## src/rtl/pipe_hazard_ctrl.sv

```systemverilog
// Pipeline sequencing controller: run/step/halt FSM plus load-use and ID control-transfer hazard steering.
// Optional stall/flush performance counters are built when PIPE_PERF_CNT_EN is defined.
module pipe_hazard_ctrl #(
  parameter int REG_BITS = 5,
  parameter int CNT_W    = 32
) (
  input  logic                i_clk,
  input  logic                i_rst,
  input  logic                i_dbg_run,
  input  logic                i_dbg_step,
  input  logic                i_dbg_stop,
  input  logic [REG_BITS-1:0] ID_rs,
  input  logic [REG_BITS-1:0] ID_rt,
  input  logic                ID_uses_rt,
  input  logic                EX_mem_read,
  input  logic [REG_BITS-1:0] EX_rt,
  input  logic                ID_branch_taken,
  input  logic                ID_jump,
  input  logic                WB_halt,
  output logic                o_pipe_en,
  output logic                o_pc_write,
  output logic                o_IF_ID_write,
  output logic                o_IF_ID_flush,
  output logic                o_ID_EX_flush,
  output logic [1:0]          o_state,
  output logic [CNT_W-1:0]    o_stall_cnt,
  output logic [CNT_W-1:0]    o_flush_cnt
);

  typedef enum logic [1:0] {
    IDLE   = 2'd0,
    RUN    = 2'd1,
    STEP   = 2'd2,
    HALTED = 2'd3
  } state_t;

  state_t state_q, state_d;
  logic   loadUse;
  logic   xfer;

  // A STEP lasts exactly one cycle; HALTED is only left through reset.
  always_comb begin
    state_d = state_q;
    unique case (state_q)
      IDLE: begin
        if (i_dbg_stop)      state_d = IDLE;
        else if (i_dbg_step) state_d = STEP;
        else if (i_dbg_run)  state_d = RUN;
      end
      RUN: begin
        if (WB_halt)         state_d = HALTED;
        else if (i_dbg_stop) state_d = IDLE;
      end
      STEP:    state_d = WB_halt ? HALTED : IDLE;
      HALTED:  state_d = HALTED;
      default: state_d = IDLE;
    endcase
  end

  always_ff @(posedge i_clk or posedge i_rst) begin
    if (i_rst) state_q <= IDLE;
    else       state_q <= state_d;
  end

  assign loadUse = EX_mem_read && (EX_rt != '0) &&
                   ((EX_rt == ID_rs) || (ID_uses_rt && (EX_rt == ID_rt)));
  assign xfer    = ID_branch_taken || ID_jump;

  // A load-use stall freezes PC and IF/ID and suppresses the transfer flush;
  // the branch in ID re-resolves once the load has moved on.
  always_comb begin
    o_pipe_en     = (state_q == RUN) || (state_q == STEP);
    o_pc_write    = o_pipe_en && !loadUse;
    o_IF_ID_write = o_pipe_en && !loadUse;
    o_IF_ID_flush = o_pipe_en && !loadUse && xfer;
    o_ID_EX_flush = o_pipe_en && loadUse;
  end

  assign o_state = state_q;

`ifdef PIPE_PERF_CNT_EN
  logic [CNT_W-1:0] stallCnt_q, stallCnt_d;
  logic [CNT_W-1:0] flushCnt_q, flushCnt_d;

  // Saturating counters; they stop at all-ones rather than wrapping.
  always_comb begin
    stallCnt_d = stallCnt_q;
    flushCnt_d = flushCnt_q;
    if (o_pipe_en && loadUse && (stallCnt_q != '1)) stallCnt_d = stallCnt_q + 1'b1;
    if (o_IF_ID_flush && (flushCnt_q != '1))        flushCnt_d = flushCnt_q + 1'b1;
  end

  always_ff @(posedge i_clk or posedge i_rst) begin
    if (i_rst) begin
      stallCnt_q <= '0;
      flushCnt_q <= '0;
    end else begin
      stallCnt_q <= stallCnt_d;
      flushCnt_q <= flushCnt_d;
    end
  end

  assign o_stall_cnt = stallCnt_q;
  assign o_flush_cnt = flushCnt_q;
`else
  assign o_stall_cnt = '0;
  assign o_flush_cnt = '0;
`endif

endmodule

```

## config.mk

```make
export PLATFORM = sky130hd
export DESIGN_NAME = pipe_hazard_ctrl
export DESIGN_NICKNAME = d
export VERILOG_FILES = /design/src/rtl/pipe_hazard_ctrl.sv
export SDC_FILE = /design/constraint.sdc
export NUM_CORES = 1
export LEC_CHECK = 0
export BUFFER_PORTS_ARGS = -buffer_cell sky130_fd_sc_hd__buf_2
export CAP_MARGIN = 20
export CORE_MARGIN = 1.5
export CORE_UTILIZATION = 30
export DETAILED_ROUTE_END_ITERATION = 7
export GPL_TIMING_DRIVEN = 1
export HOLD_SLACK_MARGIN = 0.03
export PLACE_DENSITY_LB_ADDON = 0.3
export RECOVER_POWER = 25
export SLEW_MARGIN = 0
export SYNTH_ARGS = -nofsm -noshare
export SYNTH_HDL_FRONTEND = slang
export SYNTH_SLANG_ARGS = --single-unit
```

## constraint.sdc

```tcl
create_clock -name i_clk -period 1.6 [get_ports i_clk]
set_clock_uncertainty 0.1 [all_clocks]
set_input_delay 0.24 -clock i_clk [delete_from_list [all_inputs] [get_ports i_clk]]
set_output_delay 0.24 -clock i_clk [all_outputs]
set_load 0.05 [all_outputs]
```

# --- Yosys cells after proc, flatten, opt, wreduce, memory -nomap -nowiden ---
# Index checks and enable logic that the tools add are counted.
# Widths: inputs -> output; s select.
word_totals:
  romBits: 0
  memories: 0
  wordCells: 28
  ramBits: 0
  output_inout_bits: 71
  register_bits: 2
  inputBits: 25
  latch_bits: 0
op_classes:
  addsub: 0
  n_eq_ne: 7
  shifts: 0
  div_mod_pow: 0
  n_reduce_logical: 13
  magnitude_cmp: 0
  multipliers: 0
  n_bitwise: 0
  n_mux: 7
ops:
  columns: ["op", "n"]
  rows:
  - ["$mux 2", 6]
  - ["$eq 5x5->1", 2]
  - ["$pmux 2 s4", 1]
  - ["$logic_and 1x1->1", 6]
  - ["$reduce_bool 5->1", 1]
  - ["$eq 2x2->1 const B", 2]
  - ["$ne 4x4->1 const B", 1]
  - ["$logic_or 1x1->1", 3]
  - ["$ne 3x3->1 const B", 1]
  - ["$eq 2x1->1 const B", 1]
  - ["$logic_not 2->1", 1]
  - ["$reduce_and 2->1", 1]
  - ["$logic_not 1->1", 1]

# --- Logic depth before layout (Yosys ltp) ---
# Gate-level depths: netlist (run 1).
depth:
  depth_word: 7
  ltp_mapped: 6

# --- Worst setup path after synthesis (run 1) ---
# Ideal clock, no wire load.
synth_timing:
  path_kind: "reg-to-output"
  from: "reg state_q[1], in the netlist o_state[1]"
  to: "out o_pc_write"
  arrival_ns: 2.644
  path_stages_with_launch: 5
  path_slack_ns: -1.384
  path_cell_list: "dfrtp_1 inv_1 ha_1 a21boi_1 buf_4"
synth_via:
  elab_chain_len: 3
  elab_cells_between_ends: 4
  classes_between: "eq/ne: 2; reduce/logical: 2"
synth_rtl:
  columns: ["item", "line", "text"]
  rows:
  - ["from (decl)", "37", "state_t state_q, state_d;"]
  - ["from (signal assigned)", "62", "else state_q <= state_d;"]
  - ["$eq 2x1->1 / $eq 2x2->1 (equally long branches)", "72", "o_pipe_en = (state_q == RUN) || (state_q == STEP);"]
  - ["$logic_or 1x1->1 *", "72", null]
  - ["via o_pipe_en", "20", "output logic o_pipe_en,"]
  - ["$logic_and 1x1->1 *", null, null]
  - ["to (decl)", "21", "output logic o_pc_write,"]
# The timed path passes the listed nets; every way through them passes the cells marked *.

# --- Worst setup path after layout (run 1) ---
layout_timing:
  from: "in EX_rt[3]"
  to: "out o_pc_write"
layout_via:
  elab_chain_len: 6
  elab_cells_between_ends: 9
  classes_between: "eq/ne: 2; reduce/logical: 7"
layout_rtl:
  columns: ["item", "line", "text"]
  rows:
  - ["from (decl)", "16", "input logic [REG_BITS-1:0] EX_rt,"]
  - ["$eq 5x5->1", "66", "((EX_rt == ID_rs) || (ID_uses_rt && (EX_rt == ID_rt)));"]
  - ["$logic_and 1x1->1", "66", null]
  - ["$logic_or 1x1->1", "66", null]
  - ["$logic_and 1x1->1 *", "65", "assign loadUse = EX_mem_read && (EX_rt != '0) &&"]
  - ["$logic_not 1->1 *", "73", "o_pc_write = o_pipe_en && !loadUse;"]
  - ["$logic_and 1x1->1 *", "73", null]
# Every way passes the cells marked *; elsewhere a longest branch is shown, timed or not.

==> results of run 1 <==
[power groups by stage]
stage / Combinational, mW / Clock (mW) / Sequential (mW)
6_report: 1.20 / 0.122 / 0.0886
3_3_place_gp: 1.09 / 0 / 0.0859
3_5_place_dp: 1.10 / 0 / 0.0850
4_1_cts: 1.18 / 0.127 / 0.0846
2_1_floorplan: 1.00 / 0 / 0.159
5_1_grt: 1.27 / 0.132 / 0.0909
[worst paths after layout]
kind / end / slack [ns] / cells after the start
max: o_pc_write / -0.18 / 5
min: o_state[1] / 0.29 / 3
max reg2reg: o_state[0] / 0.03 / 6
min reg2reg: o_state[0] / 0.54 / 2
max in group asynchronous: o_state[0] / 0.96 / 3
min in group asynchronous: o_state[1] / 0.31 / 3
[layout by cell type, fill, tap and decap left out, types with 2 or more instances in the layout]
master     n
a21oi_1    2
buf_2     25
buf_4      7
buf_6      4
buf_8      2
clkbuf_4   3
conb_1    64
dfrtp_2    2
ha_1       3
inv_1      3
mux2_2     2
nand2_1    2
o22ai_1    2
xnor2_1   10
[repair_timing]
action                                  CTS  global route
hold buffers                              1             0
pin swaps                                 3             5
resized for setup                        11             6
endpoints found under the hold margin     2             0
endpoints found under the setup margin    4             6
setup buffers                             0             0
[area by class of cell]
cell class              count  area share
clock buffers               3     0.02381
inverters                   5     0.02249
flip-flops and latches      2     0.05556
well taps                  30     0.03968
multi-input cells          98      0.5807
repair buffers             39      0.2778
[cells by family after synthesis]
family	count (synthesis)	share of synthesized area
AOI/OAI and AO/OA	9	0.06525
xor gates and xnor gates	10	0.1062
adders and majority gates	4	0.06070
buffers and inverters	70	0.6146
DFF	2	0.06070
muxes	2	0.02731
other	1	0.004548
and+or+nand+nor	9	0.06071
[worst min-delay path, stage by stage]
cell    delay (ns)
buf_2         0.09
nor2_1        0.05
mux2_2        0.21
[per-stage QoR]
step	worst slack, ns	util	setup TNS, ns
after CTS	-0.2106	0.3609	-0.7568
after detailed placement	-0.2664	0.3338	-1.037
after global placement	-0.2626	0.3338	-1.029
after floorplan	-0.3879	-	-1.180
after global routing	-0.2165	0.3717	-0.7693
final	-0.1829	0.3717	-0.6365
[routing by layer]
layer | track usage | up-vias | wire length (um)
met2 | 0.1769 | 58 | 870
met3 | 0.02810 | 2 | 201
met5 | 0 | - | 0
met1 | 0.06901 | 270 | 397
li1 | - | 291 | -
met4 | 0.06272 | 0 | 26
==> impl_metrics.yaml, run 1 <==
clock_network:
  cts-root-buf: "clkbuf_4"
  cts_tree: "built"
  cts.clk_slew.worst_paths_ns: 0.04
  cts_made_buffers: 3
  clock-sinks: 2
  clk_latency_ns: 0.24
  htreeDepth: 1
  cts_buffer_depth: 2
timing:
  finalCriticalPeriod_ns: 1.783
  clock.fmax_ghz: 0.5609
  hold_viol: 0
  whs_ns: 0.2874
  post-route-period-util: 1.114
  setup_viol_count_final: 4
  rsz0062_at_grt: "true"
  finalWorstSetupSlack_ns: -0.1829
  drv_slew: 0
cells_and_area:
  largest_reg_flops: 2
  n_antenna_cell: 0
  synthToLayoutAreaGrowth_pct: 14.72
  drive_above_1_share: 0.3673
  regArea_um2: 52.55
  finalInstanceArea_um2: 945.9
  multiInputGateArea_um2: 549.3
  final_cells: 177
  n_fill_cell: 288
  final_nets: 178
yosys:
  yosysMostFrequentCell: "buf_4"
  yosys-top-cells-count: "buf_4, xnor2_1, inv_1"
  avgSynthCellArea_um2: 7.706
  netlist.area_leader.share: 0.5918
  synth_area_um2: 824.5
  synthTopCellsByArea: "buf_4, xnor2_1, dfrtp_1, ha_1, mux2_2"
  ys_seq_elements: 2
  ys.flop_type: "dfrtp_1"
  synthDistinctLibCells: 20
  syn_inst: 107
  synth-edff-count: 0
  yosysTopAreaCell: "buf_4"
  ys_seq_area_frac: 0.06070
  async_flop_share: 1.000
  yosysWarnings: 0
power:
  power.share.switching: 0.6424
  p_leak_nw: 0.5431
  combPwrFrac: 0.851
  internal-power_uw: 505.8
  p_switching_uw: 908.5
  total_power_mw: 1.414
  seqPwrFrac: 0.063
  vdd_drop_max_v: 0.0007546
  powerDensity_mw_per_mm2: 1495
  p_clk_frac: 0.086
status:
  status: "finished with violations"
  failed_checks: "negative setup slack"
worst_setup_path:
  crit_chain: "buf_6, or4_1, o21a_2, a21boi_4, buf_6"
  crit_buf_inv: 2
  crit_required_ns: 1.26
  max_stage_delay_ns: 0.51
  worstSetupPathType: "in -> out"
  critPathSlowestCell: "or4_1"
  cp-start-kind: "primary input"
  crit_top_cell: "buf_6"
  r2r_start: "o_state[1]"
  end_kind: "output pin"
  critical_path_peak_fanout: 3
  cp.arrival_ns: 1.44
  crit_start: "EX_rt[3]"
  cp_top_family: "simple AND/OR/NAND/NOR gates"
routing:
  drtIter0Drc: 1
  viasPerCell: 3.508
  drcViolationCount: 0
  ant_nets: 0
  wl_um: 1496
  drt_first_pass_iters: 3
  vias: 621
  routedWlPerCell_um: 8.452
global_routing:
  grt_pass1_vias: 579
  grt_use_total: 0.08849
  grt_max_degree: 6
  grt_overflow: 0
  grt_pass1_wl_um: 2173
  antenna_found_initial: 0
die:
  core_mm2: 0.002545
  initial_utilization: 0.3240
  die_area_mm2: 0.003072
  die_y_um: 55.43
  fp-row-count: 18
  io_pins: 96
  die_x_um: 55.43
placement:
  dpl_cell_area_um2: 849.6
  gp_congestion: 0.8170
  port_buffers: 31
  placed_cells: 173
  dp_hpwl_um: 1279
hold_path:
  hp-class: "in -> reg"
  hp-start: "i_dbg_stop"
job:
  max-cap-violations: 0
Note: power is estimated with default switching activity, not from simulation.
==> run 2: changes to the inputs <==
CORE_ASPECT_RATIO = 1.5   (was not set)
==> impl_metrics.yaml, run 2 (synthesized netlist as in run 1, its figures left out) <==
status:
  status: "finished with violations"
  failed_checks: "negative setup slack"
power:
  p_leak_nw: 0.5557
  p_clk_frac: 0.129
  seqPwrFrac: 0.059
  powerDensity_mw_per_mm2: 1537
  p_switching_uw: 916.0
  combPwrFrac: 0.812
  internal-power_uw: 593.8
  vdd_drop_max_v: 0.0009762
  power.share.switching: 0.6067
worst_setup_path:
  end_kind: "output pin"
  worstSetupPathType: "in -> out"
  crit_required_ns: 1.26
  r2r_start: "o_state[1]"
  cp.arrival_ns: 1.45
  crit_start: "EX_rt[1]"
  cp-start-kind: "primary input"
  critical_path_peak_fanout: 3
die:
  initial_utilization: 0.3114
  die_area_mm2: 0.003079
  die_x_um: 45.81
  die_y_um: 67.21
  fp-row-count: 23
  io_pins: 96
  core_mm2: 0.002648
routing:
  drcViolationCount: 0
  drt_first_pass_iters: 2
  vias: 608
  wl_um: 1550
  viasPerCell: 3.304
  ant_nets: 0
  routedWlPerCell_um: 8.424
  drtIter0Drc: 6
global_routing:
  grt_use_total: 0.08192
  grt_overflow: 0
  grt_max_degree: 6
  antenna_found_initial: 0
  grt_pass1_vias: 427
  grt_pass1_wl_um: 1745
cells_and_area:
  mostFrequentLayoutCells: "conb_1, buf_2, xnor2_1"
  final_nets: 178
  regArea_um2: 52.55
  final_common_cell: "conb_1"
  multiInputGateArea_um2: 565.5
  n_fill_cell: 298
  synthToLayoutAreaGrowth_pct: 19.12
  largest_reg_flops: 2
  drive_above_1_share: 0.3741
  n_antenna_cell: 0
timing:
  rsz0062_at_grt: "true"
  finalWorstSetupSlack_ns: -0.1902
  setup_tns_ns: -0.6816
  drv_slew: 0
  hold_viol: 0
  post-route-period-util: 1.119
  finalCriticalPeriod_ns: 1.790
  setup_viol_count_final: 4
  whs_ns: 0.3055
  clock.fmax_ghz: 0.5586
clock_network:
  cts-root-buf: "clkbuf_8"
  clk_latency_ns: 0.21
  htreeDepth: 1
  cts_buffer_depth: 2
  cts_tree: "built"
  cts_made_buffers: 3
  clock-sinks: 2
  cts.clk_slew.worst_paths_ns: 0.03
placement:
  gp_congestion: 0.6890
  port_buffers: 31
  place_ws_ns: -0.2552
  dp_hpwl_um: 1262
job:
  max-cap-violations: 0
hold_path:
  hp-class: "in -> reg"
  hp-start: "i_dbg_stop"
[run 2: path summary, 6_finish.rpt]
kind | endpoint | slack (ns) | cells after the start
max | o_IF_ID_write | -0.19 | 5
min | o_state[1] | 0.31 | 3
max reg2reg | o_state[0] | 0.06 | 6
min reg2reg | o_state[0] | 0.55 | 2
max in group asynchronous | o_state[1] | 0.94 | 3
min in group asynchronous | o_state[0] | 0.34 | 3
[run 2: worst max-delay path: stages]
cell and delay (ns):
buf_6 0.09, or4_1 0.51, o21a_2 0.26, a21boi_4 0.17
buf_6 0.18
[run 2: area by class of cell]
cell class                      count  area share
Clock buffer                        3     0.04204
Inverter                            5     0.02166
Multi-Input combinational cell     98      0.5758
Sequential cell                     2     0.05350
Tap cell                           37     0.04713
Timing Repair Buffer               39      0.2599
[run 2: power groups by stage]
| stage | Combinational [mW] | Sequential (mW) | Clock (mW) |
|---|---|---|---|
| 5_1_grt | 1.29 | 0.0925 | 0.211 |
| 3_3_place_gp | 1.09 | 0.0863 | 0 |
| 3_5_place_dp | 1.09 | 0.0862 | 0 |
| 4_1_cts | 1.18 | 0.0858 | 0.201 |
| 6_report | 1.23 | 0.0889 | 0.195 |
| 2_1_floorplan | 1.00 | 0.159 | 0 |
[run 2: timing repair]
action	4_1_cts	5_1_grt
endpoints found under the setup margin	4	6
hold buffers	1	0
pin swaps	1	1
resized for setup	11	8
buffers inserted	0	0
cloned	0	0
endpoints found under the hold margin	2	0
[run 2: metal layers]
layer  routed length (um)  GRT usage  vias up  share of wire
li1                     -          -      289              -
met3                  188    0.01604        2           0.12
met5                    0          0        -              0
met1                  464    0.05645      259           0.30
met2                  889     0.1743       58           0.57
met4                    9    0.05357        0         0.0058
[run 2: stage by stage]
step | utilization | area, um^2 | power (mW) | cells
final | 0.3710 | 982.2 | 1.510 | 184
after detailed placement | 0.3242 | 858.3 | 1.176 | 180
after floorplan | - | 1096 | 1.159 | 170
after global routing | 0.3710 | 982.2 | 1.590 | 184
after CTS | 0.3592 | 950.9 | 1.466 | 184
after global placement | 0.3242 | 858.3 | 1.177 | 180
==> run 3: changes to the inputs <==
ABC_AREA = 1   (was not set)
CORE_UTILIZATION = 33   (was 30)
CTS_BUF_LIST = sky130_fd_sc_hd__clkbuf_4 sky130_fd_sc_hd__clkbuf_8   (was not set)
SKIP_CTS_REPAIR_TIMING = 1   (was not set)
==> impl_metrics.yaml, run 3 <==
yosys:
  synthDistinctLibCells: 14
  ys.flop_type: "dfrtp_1"
  synth_top_family_by_area: "buffers and inverters"
  yosysMostFrequentCell: "buf_4"
  ys_seq_area_frac: 0.05487
  synth-edff-count: 0
  async_flop_share: 1.000
  yosys-top-cells-count: "buf_4, nand2_1, inv_1"
  avgSynthCellArea_um2: 6.041
  ys_seq_elements: 2
  yosysTopAreaCell: "buf_4"
  synthSimpleGateAreaFrac: 0.2167
  netlist.area_leader.share: 0.5350
  synth_xor_area_frac: 0.009602
  synth_compound_area_frac: 0.03429
  synth_mux_area_frac: 0
  synthTopCellsByArea: "buf_4, nand2_1, inv_1, dfrtp_1, ha_1"
  syn_inst: 151
  synth_area_um2: 912.1
  synthAdderAreaFrac: 0.05487
  yosysWarnings: 0
cells_and_area:
  n_fill_cell: 324
  n_antenna_cell: 0
  synthToLayoutAreaGrowth_pct: 8.093
  drive_above_1_share: 0.2554
  final_common_cell: "conb_1"
  largest_reg_flops: 2
  final_nets: 215
  mostFrequentLayoutCells: "conb_1, nand2_1, buf_2"
  finalInstanceArea_um2: 985.9
  final_cells: 221
  final_core_util: 0.3724
placement:
  dp_hpwl_um: 1245
  dpl_cell_area_um2: 893.4
  gp_congestion: 0.7243
  port_buffers: 31
  placed_cells: 217
timing:
  rsz0062_at_grt: "true"
  finalCriticalPeriod_ns: 1.606
  post-route-period-util: 1.004
  whs_ns: 0.3207
  drv_slew: 0
  clock.fmax_ghz: 0.6228
  hold_viol: 0
  finalWorstSetupSlack_ns: -0.005644
  setup_tns_ns: -0.006944
  setup_viol_count_final: 2
die:
  die_y_um: 67.39
  fp-row-count: 23
  core_mm2: 0.002648
  initial_utilization: 0.3445
  io_pins: 96
  die_x_um: 45.93
  die_area_mm2: 0.003095
routing:
  drcViolationCount: 0
  ant_nets: 0
  wl_um: 1332
  vias: 709
  drtIter0Drc: 5
  routedWlPerCell_um: 6.027
  drt_first_pass_iters: 3
  viasPerCell: 3.208
power:
  p_leak_nw: 0.6755
  powerDensity_mw_per_mm2: 1439
  vdd_drop_max_v: 0.0006678
clock_network:
  cts_buffer_depth: 2
  cts_made_buffers: 3
  cts-root-buf: "clkbuf_8"
  clk_latency_ns: 0.21
  htreeDepth: 1
  clock-sinks: 2
  cts_tree: "built"
  cts.clk_slew.worst_paths_ns: 0.03
global_routing:
  grt_pass1_wl_um: 1780
  grt_pass1_vias: 468
  grt_use_total: 0.07962
  antenna_found_initial: 0
  grt_overflow: 0
  grt_max_degree: 5
worst_setup_path:
  crit_chain: "inv_4, ha_4, nand2_4, clkinvlp_4, buf_6"
  max_stage_delay_ns: 0.42
  crit_required_ns: 1.26
  cp-start-kind: "register"
  cp.arrival_ns: 1.27
  worstSetupPathType: "reg -> out"
  cp_top_family: "flip-flops"
  critPathSlowestCell: "dfrtp_2"
  end_kind: "output pin"
  crit_buf_inv: 3
  critical_path_peak_fanout: 4
hold_path:
  hp-class: "in -> reg"
status:
  status: "finished with violations"
  failed_checks: "negative setup slack"
job:
  max-cap-violations: 0
-- run 3: final timing paths --
path	from	endpoint	slack [ns]	depth (start not counted)
worst max-delay path	o_state[0]	o_IF_ID_write	-0.006	5
worst min-delay path	i_dbg_step	o_state[1]	0.32	5
worst max register to register	o_state[0]	o_state[0]	0.20	8
worst min register to register	o_state[1]	o_state[1]	0.54	2
max in group asynchronous	i_rst	o_state[0]	0.95	3
min in group asynchronous	i_rst	o_state[1]	0.33	3
-- run 3: power by group --
group | switching, mW | internal [mW]
clock | 0.0372 | 0.159
combinational | 0.851 | 0.276
sequential | 0.0237 | 0.0728
-- run 3: tightest hold or removal path: stages --
cell,delay (ns)
buf_2,0.10
nand3_1,0.07
nand2_1,0.07
nand2_1,0.04
o21ai_0,0.07
-- run 3: metal layers --
metal / GRT usage / up-vias / part of all wire
li1: - / 385 / -
met1: 0.08108 / 277 / 0.34
met2: 0.1389 / 47 / 0.56
met3: 0.02406 / 0 / 0.11
met4: 0.04286 / 0 / 0
met5: 0 / - / 0
-- run 3: area by class of cell --
class | count | area, um^2 | share of cell area
Inverter | 22 | 91.34 | 0.09264
Clock buffer | 3 | 41.29 | 0.04188
Timing Repair Buffer | 32 | 196.4 | 0.1992
Sequential cell | 2 | 52.55 | 0.05330
Tap cell | 37 | 46.29 | 0.04695
Multi-Input combinational cell | 125 | 558.0 | 0.5660
-- run 3: metrics by stage --
step	power (mW)	setup WS (ns)
detailed placement	1.129	-0.03657
global placement	1.133	-0.05048
finish	1.419	-0.005644
global route	1.518	-0.08168
floorplan	1.164	-0.2772
CTS	1.336	-0.09345
-- run 3: cell families after synthesis --
logic type	Yosys count
buf+inv	87
xor+xnor	1
fa+ha+maj	4
flops	2
simple gates	51
compound gates	5
other cells	1
